$ cat config.mk
export PLATFORM = sky130hd
export DESIGN_NAME = imm_gen_pipe
export DESIGN_NICKNAME = d
export VERILOG_FILES = /design/src/rtl/imm_gen_pipe_pkg.sv /design/src/rtl/imm_extend_xlen.sv /design/src/rtl/imm_gen_pipe.sv
export SDC_FILE = /design/constraint.sdc
export NUM_CORES = 1
export LEC_CHECK = 0
export CORE_ASPECT_RATIO = 1.75
export CORE_MARGIN = 1
export CORE_UTILIZATION = 53
export CTS_CLUSTER_DIAMETER = 40
export DETAILED_ROUTE_END_ITERATION = 8
export PLACE_DENSITY = 0.92
export SETUP_SLACK_MARGIN = 0.15
export SLEW_MARGIN = 30
export SYNTH_ARGS = -nofsm -noshare
export SYNTH_HDL_FRONTEND = slang
export SYNTH_HIERARCHICAL = 1
export SYNTH_SLANG_ARGS = --single-unit
$ cat constraint.sdc
create_clock -name CLK -period 1.7 [get_ports CLK]
set_input_delay 0.425 -clock CLK [delete_from_list [all_inputs] [get_ports CLK]]
set_output_delay 0.425 -clock CLK [all_outputs]
set_load 0.05 [all_outputs]
$ cat src/rtl/imm_gen_pipe_pkg.sv
// rtl/imm_gen_pipe_pkg.sv - shared immediate format encodings for the ID-stage immediate pipeline
package imm_gen_pipe_pkg;

    // Immediate format select codes driven by the decoder
    typedef enum logic [2:0] {
        I_TYPE     = 3'b000,
        S_TYPE     = 3'b001,
        B_TYPE     = 3'b010,
        U_TYPE     = 3'b011,
        J_TYPE     = 3'b100,
        SHAMT_TYPE = 3'b101,
        ZIMM_TYPE  = 3'b110,
        ILL_TYPE   = 3'b111
    } imm_sel_e;

    // Width of the instruction slice carried on the imm port: instr[31:7]
    localparam int unsigned IMM_IN_W = 25;

    // Width of the shift-amount field for a given datapath width
    function automatic int unsigned shamt_width(input int unsigned xlen);
        return (xlen == 64) ? 6 : 5;
    endfunction

endpackage

$ cat src/rtl/imm_extend_xlen.sv
// rtl/imm_extend_xlen.sv - combinational immediate extractor/extender for XLEN 32 or 64
module imm_extend_xlen
    import imm_gen_pipe_pkg::*;
#(
    parameter int unsigned XLEN = 32
) (
    input  logic [IMM_IN_W-1:0] imm,
    input  logic [2:0]          imm_sel,
    output logic [XLEN-1:0]     imm_ext,
    output logic                imm_illegal
);

    localparam int unsigned SHW = shamt_width(XLEN);

    // imm[k] carries instr[k+7]; each format gathers its fields and sign/zero extends to XLEN
    logic [11:0] i_field;
    logic [11:0] s_field;
    logic [12:0] b_field;
    logic [31:0] u_field;
    logic [20:0] j_field;

    assign i_field = imm[24:13];
    assign s_field = {imm[24:18], imm[4:0]};
    assign b_field = {imm[24], imm[0], imm[23:18], imm[4:1], 1'b0};
    assign u_field = {imm[24:5], 12'b0};
    assign j_field = {imm[24], imm[12:5], imm[13], imm[23:14], 1'b0};

    // Format select: sign-extended formats use instr[31] as sign, SHAMT/ZIMM zero-extend
    always_comb begin
        imm_ext     = '0;
        imm_illegal = 1'b0;
        case (imm_sel_e'(imm_sel))
            I_TYPE:     imm_ext = XLEN'($signed(i_field));
            S_TYPE:     imm_ext = XLEN'($signed(s_field));
            B_TYPE:     imm_ext = XLEN'($signed(b_field));
            U_TYPE:     imm_ext = XLEN'($signed(u_field));
            J_TYPE:     imm_ext = XLEN'($signed(j_field));
            SHAMT_TYPE: imm_ext = XLEN'(imm[13 +: SHW]);
            ZIMM_TYPE:  imm_ext = XLEN'(imm[12:8]);
            ILL_TYPE:   imm_illegal = 1'b1;
            default:    imm_illegal = 1'b1;
        endcase
    end

endmodule

$ cat src/rtl/imm_gen_pipe.sv
// rtl/imm_gen_pipe.sv - pipelined immediate generator with a 2-entry skid buffer
module imm_gen_pipe
    import imm_gen_pipe_pkg::*;
#(
    parameter int unsigned XLEN  = 32,
    parameter int unsigned DEPTH = 2
) (
    input  logic                CLK,
    input  logic                RESET,
    input  logic [IMM_IN_W-1:0] imm,
    input  logic [2:0]          imm_sel,
    input  logic                in_valid,
    output logic                in_ready,
    input  logic                flush,
    output logic                out_valid,
    input  logic                out_ready,
    output logic [XLEN-1:0]     imm_ext,
    output logic                imm_illegal
);

    if (DEPTH != 2) begin : g_depth_chk
        $error("imm_gen_pipe: DEPTH must be 2");
    end
    if (XLEN != 32 && XLEN != 64) begin : g_xlen_chk
        $error("imm_gen_pipe: XLEN must be 32 or 64");
    end

    logic [XLEN-1:0] new_ext;
    logic            new_ill;

    // The head entry is its own register so that imm_ext keeps the last
    // popped value while the buffer is empty; the second entry only ever
    // feeds the head.
    logic [XLEN-1:0] head_ext;
    logic            head_ill;
    logic [XLEN-1:0] second_ext;
    logic            second_ill;
    logic [1:0]      count;

    logic accept;
    logic pop;

    imm_extend_xlen #(
        .XLEN (XLEN)
    ) u_extend (
        .imm         (imm),
        .imm_sel     (imm_sel),
        .imm_ext     (new_ext),
        .imm_illegal (new_ill)
    );

    // Handshake flags come from the count register only, so in_ready has no path from out_ready
    assign in_ready  = (count < 2'd2);
    assign out_valid = (count != 2'd0);
    assign accept    = in_valid & in_ready;
    assign pop       = out_valid & out_ready;

    assign imm_ext     = head_ext;
    assign imm_illegal = head_ill;

    // Buffer update: reset beats flush, flush discards any same-cycle accept/pop
    always_ff @(posedge CLK) begin
        if (RESET) begin
            count      <= 2'd0;
            head_ext   <= '0;
            head_ill   <= 1'b0;
            second_ext <= '0;
            second_ill <= 1'b0;
        end else if (flush) begin
            count <= 2'd0;
        end else begin
            case (count)
                2'd0: begin
                    if (accept) begin
                        head_ext <= new_ext;
                        head_ill <= new_ill;
                        count    <= 2'd1;
                    end
                end
                2'd1: begin
                    if (accept && pop) begin
                        head_ext <= new_ext;
                        head_ill <= new_ill;
                    end else if (accept) begin
                        second_ext <= new_ext;
                        second_ill <= new_ill;
                        count      <= 2'd2;
                    end else if (pop) begin
                        count <= 2'd0;
                    end
                end
                default: begin
                    if (pop) begin
                        head_ext <= second_ext;
                        head_ill <= second_ill;
                        count    <= 2'd1;
                    end
                end
            endcase
        end
    end

endmodule

==> out/qor.txt, run 1 <==
status -> finished, final reports clean
first-pass GRT wire length -> 18.2 mm
GR Util All Layers -> 0.329
drt drc -> 0
Die Wd -> 65.4 microns
Row Count -> 40
sw power -> 0.00127 W
remaining antenna violation count -> 0
internal power -> 0.00319 W
Hold WC Path Type -> primary input to flip-flop
RD Place Congestion -> 0.803
clk buf depth -> 2
largest net degree at the start of global routing -> 73
Pleak -> 1.91 nW
largest vdd supply drop -> 0.000709 V
wire per inst -> 20.5 microns
chip height -> 113 microns
Buffers on Ports -> 67
DR pass1 iterations -> 4
Setup TNS -> 0 ns
Post-synth ARST share -> 0
DP HPWL -> 6.66 mm
number of synthesized register bits -> 68
Worst Skew -> 0.00695 ns
RSZ-0062 raised after global routing -> yes
worst rel slew slack -> 0.779
Root Buffer -> clkbuf_16
Clock transition at path regs -> 0.06 ns
Max Cap Violations -> 0
htree depth -> 3
CTS tree -> yes
min Tclk post-route -> 1.55 ns
final worst path period share -> 0.913
prevailing post-synth register cell -> dfxtp_1
fin area -> 5140 sq um
maximum clock frequency -> 0.645 GHz
Crit. End Element -> flip-flop
dpl cell area -> 4630 sq um
I/O pins -> 68
Mean Syn Cell Area -> 9.46 sq um
Clock Latency Late Sink -> 0.34 ns
Hold Fails Final Rpt -> 0
P&R area growth vs syn -> 37.8%
final setup violation count -> 0
grt ovf -> 0
Seq pwr share -> 0.382
routed wire length -> 11.5 mm
Startpoint Class -> primary input
pins over their slew limit -> 0
Die ar. -> 7390 sq um
sequential area share after synthesis -> 0.365
Post-synth EDFFs -> 0
Net Count, Synth -> 427
clock network power share -> 0.397
cell area after synthesis -> 3730 sq um
antenna cell count -> 0
critical setup path kind -> primary input to flip-flop
Critical Path AT -> 1.77 ns
Initial Utilization -> 0.544
Sink Count -> 68
Synth warnings -> 6
filler cell count -> 416
Power per Cell Area -> 869 nW/um^2
DR iter-0 viols -> 282
Nets -> 507
vias in the first global route -> 3488
hold_ws -> 0.406 ns
share of cells above drive strength 1 -> 0.271
via/cell ratio -> 6.23
DR vias -> 3508
Worst EP required -> 1.92 ns
core area -> 6860 sq um
worst-margin pin slew -> 0.323 ns
switch share -> 0.284
initial antenna violation count -> 0
post-synthesis cell type count -> 41
crit-path max FO -> 8
combinational power share -> 0.222
Mapped Cells -> 394
TritonCTS buffer count -> 9
==> synth_stat cells (2+ instances only) <==
cell | n | area (sq um)
nor2b_1 | 5 | 31.3
and2_1 | 3 | 18.8
a2111oi_0 | 2 | 17.5
and2b_1 | 4 | 30.0
buf_6 | 11 | 124
dfxtp_1 | 68 | 1360
o21ai_0 | 4 | 20.0
nor2_1 | 2 | 7.51
a21o_2 | 4 | 35.0
a211oi_1 | 32 | 240
o22ai_1 | 7 | 43.8
nor3b_1 | 5 | 37.5
a21o_1 | 8 | 60.1
nand2b_1 | 66 | 413
a22o_1 | 4 | 35.0
mux2i_1 | 68 | 681
a21oi_1 | 47 | 235
nand2_1 | 2 | 7.51
a221o_1 | 4 | 40.0
buf_2 | 8 | 40.0
inv_1 | 2 | 7.51
clkbuf_1 | 19 | 71.3
==> per-layer routing <==
| layer | up-vias | GRT usage | wire, microns |
|---|---|---|---|
| met5 | - | 0 | 0 |
| met4 | 0 | 0.212 | 672 |
| met3 | 56 | 0.0595 | 695 |
| met2 | 173 | 0.551 | 5890 |
| met1 | 1699 | 0.372 | 4280 |
| li1 | 1580 | - | - |
==> power groups by stage <==
| stage | registers, W | clock network, W | logic (W) |
|---|---|---|---|
| after global routing | 0.00171 | 0.00185 | 0.00103 |
| after CTS | 0.00170 | 0.00176 | 0.000948 |
| after detailed placement | 0.00173 | 0 | 0.000910 |
| after global placement | 0.00173 | 0 | 0.000886 |
| final | 0.00170 | 0.00177 | 0.000989 |
| after floorplan | 0.00191 | 0 | 0.000380 |
==> flip-flops by register name (all words and copies together) (netlist names) <==
name,flops
second_ill,1
count,2
second_ext,32
imm_ext,32
imm_illegal,1
==> cell usage in the layout, fill, tap and decap left out, drive strengths merged, types with 2 or more instances in the layout <==
master and count:
inv 3, dlymetal6s2s 2, nand2b 66, dlygate4sd2 3, and2 3, a22o 4
dfxtp 68, a21oi 47, a2111oi 2, and2b 4, buf 79, a221o 4
clkbuf 16, nor2 2, clkdlybuf4s50 22, mux2i 68, o21ai 4, o22ai 7
nor2b 7, a211oi 33, a21o 12, nand2 2, nor3b 5
==> critical path: stages <==
cell,delay (ns)
buf_2,0.15
nor2b_1,0.14
buf_4,0.15
a22o_1,0.20
a221o_1,0.39
mux2i_2,0.20
a211oi_2,0.11
==> kinds of logic after synthesis <==
family | count (synthesis) | share of synthesized area
AND/OR/NAND/NOR | 95 | 0.166
buffers and inverters | 43 | 0.0691
flip-flops | 68 | 0.365
XOR/XNOR | 1 | 0.00235
adder cells (fa/ha/maj) | 1 | 0.00302
multiplexers | 69 | 0.186
AO/OA/AOI/OAI | 117 | 0.208
==> what timing repair did <==
item / CTS / global route
gates resized for setup: 30 / 21
buffers inserted: 5 / 1
pin swaps: 4 / 3
gates cloned: 2 / 0
setup endpoints to repair: 67 / 56
hold buffers: 0 / 0
==> per-stage QoR <==
step                utilization  worst slack [ns]  total power, W  instances
floorplan                     -             0.156         0.00229        394
global placement          0.676            -0.497         0.00262        539
detailed placement        0.676            -0.525         0.00264        539
CTS                       0.743             0.162         0.00441        562
global route              0.749             0.150         0.00459        563
finish                    0.749             0.149         0.00446        563
==> area by class of cell <==
class | count | area, sq um | area share
timing repair buffer | 109 | 1160 | 0.227
clock buffer | 15 | 278 | 0.0541
tap | 84 | 105 | 0.0205
sequential | 68 | 1370 | 0.266
clock inverter | 1 | 5.00 | 0.000974
inverter | 3 | 11.3 | 0.00219
multi-input combinational | 283 | 2210 | 0.430
==> path summary, 6_finish.rpt <==
path,startpoint,slack [ns],cells after the start,endpoint
min,RESET,0.41,2,imm_illegal
max reg2reg,count[1],0.21,5,imm_ext[23]
min reg2reg,second_ext[10],0.48,2,second_ext[10]
max,imm_sel[1],0.15,7,imm_ext[3]
Note: power is estimated with default switching activity, not from simulation.
==> run 2: changes to the inputs <==
--- a/config.mk
+++ b/config.mk
@@ -5,6 +5,7 @@
 export SDC_FILE = /design/constraint.sdc
 export NUM_CORES = 1
 export LEC_CHECK = 0
+export CAP_MARGIN = 5
 export CORE_ASPECT_RATIO = 1.75
 export CORE_MARGIN = 1
 export CORE_UTILIZATION = 53
==> results of run 2 <==
The final DEF is identical to that of run 1; final timing and power are the same.
==> run 3: changes to the inputs <==
--- a/config.mk
+++ b/config.mk
@@ -7,11 +7,10 @@
 export LEC_CHECK = 0
 export CAP_MARGIN = 5
 export CORE_ASPECT_RATIO = 1.75
-export CORE_MARGIN = 1
 export CORE_UTILIZATION = 53
 export CTS_CLUSTER_DIAMETER = 40
 export DETAILED_ROUTE_END_ITERATION = 8
-export PLACE_DENSITY = 0.92
+export PLACE_DENSITY = 0.9
 export SETUP_SLACK_MARGIN = 0.15
 export SLEW_MARGIN = 30
 export SYNTH_ARGS = -nofsm -noshare
==> run 3 against run 2 <==
  * Maximum frequency is 2.3% lower
  * Non-clock buffer count grew 12
  * Design area up 3.8%
  * Die area stayed put
  * Critical path depth unchanged
  * Flip-flop and latch count unchanged
  * Worst hold slack worse by 0.055 ns
  * Clock skew down 0.0011 ns
  * Worst setup slack worse by 0.037 ns
  * Combinational power barely moved
  * First-iteration DRC count decreased by 4.3%
  * Routed wire length fell by 1.6%
  * Largest cell class unchanged
  * Highest routed layer unchanged
==> out/qor.txt, run 3 (same netlist as run 1, synthesis figures left out) <==
Initial Utilization -> 0.544 (unchanged)
P&R area growth vs syn -> 43.0%
hold_ws -> 0.351 ns (-0.0553 ns)
hold depth -> 2 (unchanged)
RD Place Congestion -> 0.789 (-1.8%)
Hold WC Path Type -> primary input to flip-flop
worst-margin pin slew -> 0.423 ns (+0.0999 ns)
hold_sp -> RESET
Sink Count -> 68 (unchanged)
Final Util -> 0.778 (+0.0285)
TritonCTS buffer count -> 9 (unchanged)
Root Buffer -> clkbuf_16
DR iter-0 viols -> 270 (-4.3%)
Pleak -> 2.00 nW (+4.5%)
grt ovf -> 0 (unchanged)
Row Count -> 40 (unchanged)
core area -> 6860 sq um (unchanged)
chip height -> 113 microns (unchanged)
Hold Fails Final Rpt -> 0 (unchanged)
reg2reg start -> count[1]
pins over their slew limit -> 0 (unchanged)
Max Cap Violations -> 0 (unchanged)
Worst EP required -> 1.92 ns (about the same)
clk buf depth -> 2 (unchanged)
r2r endpoint -> imm_ext[22]
final worst path period share -> 0.935 (+0.0219)
Setup TNS -> 0 ns (unchanged)
I/O pins -> 68 (unchanged)
DP HPWL -> 6.53 mm (-2.0%)
WHS Endpoint -> count[0]
initial antenna violation count -> 0 (unchanged)
worst rel slew slack -> 0.716 (-0.0630)
leading cell type in the layout, fill and taps excluded -> dfxtp_1
crit-path max FO -> 6 (-2)
Reg2Reg Depth -> 5 (unchanged)
Nets -> 519 (+2.4%)
hold-fix buffer count after cts -> 0 (unchanged)
area taken by multi-input logic gates -> 2220 sq um (+0.57%)
critical setup path kind -> primary input to flip-flop
min Tclk post-route -> 1.59 ns (+0.0372 ns)
htree depth -> 3 (unchanged)
Layout Cells excl Fill -> 575 (+2.1%)
via/cell ratio -> 6.17 (-0.97%)
Die ar. -> 7390 sq um (unchanged)
Buffers on Ports -> 67 (unchanged)
first-pass GRT wire length -> 17.3 mm (-5.2%)
remaining antenna violation count -> 0 (unchanged)
Clock transition at path regs -> 0.06 ns (about the same)
placed cell count -> 543 (+0.74%)
GR Util All Layers -> 0.312 (-0.0163)
Die Wd -> 65.4 microns (unchanged)
Worst Skew -> 0.00585 ns (-0.00110 ns)
most frequent cells in the layout -> dfxtp_1 (67), mux2i_1 (66), nand2b_1 (65), buf_4 (61), a21oi_1 (46)
largest vdd supply drop -> 0.000745 V (+5.0%)
vias in the first global route -> 3461 (-0.77%)
Clock Latency Late Sink -> 0.34 ns (about the same)
status -> finished, final reports clean
Power per Cell Area -> 948 nW/um^2 (+9.1%)
drt drc -> 0 (unchanged)
largest net degree at the start of global routing -> 69 (-5.5%)
share of cells above drive strength 1 -> 0.289 (+0.0178)
wire per inst -> 19.8 microns (-3.6%)
DR pass1 iterations -> 4 (unchanged)
routed wire length -> 11.4 mm (-1.6%)
Crit. End Element -> flip-flop
Startpoint Class -> primary input
final setup violation count -> 0 (unchanged)
antenna cell count -> 0 (unchanged)
Pwr Total -> 0.00505 W (+13%)
maximum clock frequency -> 0.629 GHz (-2.3%)
register area -> 1370 sq um (about the same)
DR vias -> 3548 (+1.1%)
worst reg-to-reg setup slack -> 0.24 ns (+0.03 ns)
Critical Path AT -> 1.81 ns (+0.04 ns)
CTS tree -> yes
RSZ-0062 raised after global routing -> yes
filler cell count -> 399 (-4.1%)
[run 3: cell count changes in the layout (fill, tap and decap cells not counted), moves of 2 or more]
cell,before,now
clkbuf_8,3,1
o21ai_1,0,2
clkinvlp_4,0,2
mux2i_1,64,66
clkbuf_1,3,0
buf_6,2,8
bufinv_16,0,4
clkdlybuf4s50_1,22,24
buf_4,54,61
a211oi_1,29,27
a211oi_2,4,6
mux2i_2,4,1
[run 3: power breakdown]
part / internal, W / total [W] / switching [W] / leakage, nW
clock: 0.00162 / 0.00234 / 0.000715 / 0.175
combinational: 0.000456 / 0.00102 / 0.000563 / 1.27
sequential: 0.00165 / 0.00170 / 0.0000466 / 0.555
total: 0.00373 / 0.00505 / 0.00132 / 2.00
[run 3: what timing repair did]
action	4_1_cts	5_1_grt
resized for setup	31	23
setup endpoints to repair	66	45
setup buffers	13	1
pin swaps	11	6
gates cloned	2	0
[run 3: cell type report]
cell class	instances	share of cell area
multi-input cells	283	0.416
inverters	3	0.00211
flip-flops and latches	68	0.256
well taps	84	0.0197
repair buffers	121	0.236
clock inverters	6	0.0253
clock buffers	10	0.0448
[run 3: worst max-delay path by stage]
stage                     startpoint          end  slack [ns]  depth (start not counted)
after detailed placement  imm_sel[0]  imm_ext[27]       -0.51                          6
final                     imm_sel[1]   imm_ext[2]        0.11                          7
after floorplan           imm_sel[0]  imm_ext[26]        0.16                          7
after CTS                 imm_sel[2]  imm_ext[20]        0.11                          8
after global routing      imm_sel[1]   imm_ext[2]        0.08                          7
after global placement    imm_sel[0]  imm_ext[27]       -0.47                          6
[run 3: per-layer routing]
metal  GRT usage  vias to the layer above  wire, microns
met4       0.232                        0            771
met3      0.0484                       64            679
met2       0.551                      189           5900
li1            -                     1601              -
met5           0                        -              0
met1       0.320                     1694           4000
[run 3: critical path, cell delays in order]
cell and delay [ns]:
buf_6 0.09, buf_6 0.12, xnor2_1 0.37, nor2_2 0.11
a221o_1 0.41, mux2i_1 0.17, a211oi_1 0.10
[run 3: per-stage QoR]
stage               setup slack (ns)  cell area, sq um
finish                         0.111              5330
global route                  0.0832              5330
CTS                            0.114              5250
global placement              -0.466              4660
detailed placement            -0.510              4660
floorplan                      0.156              3730
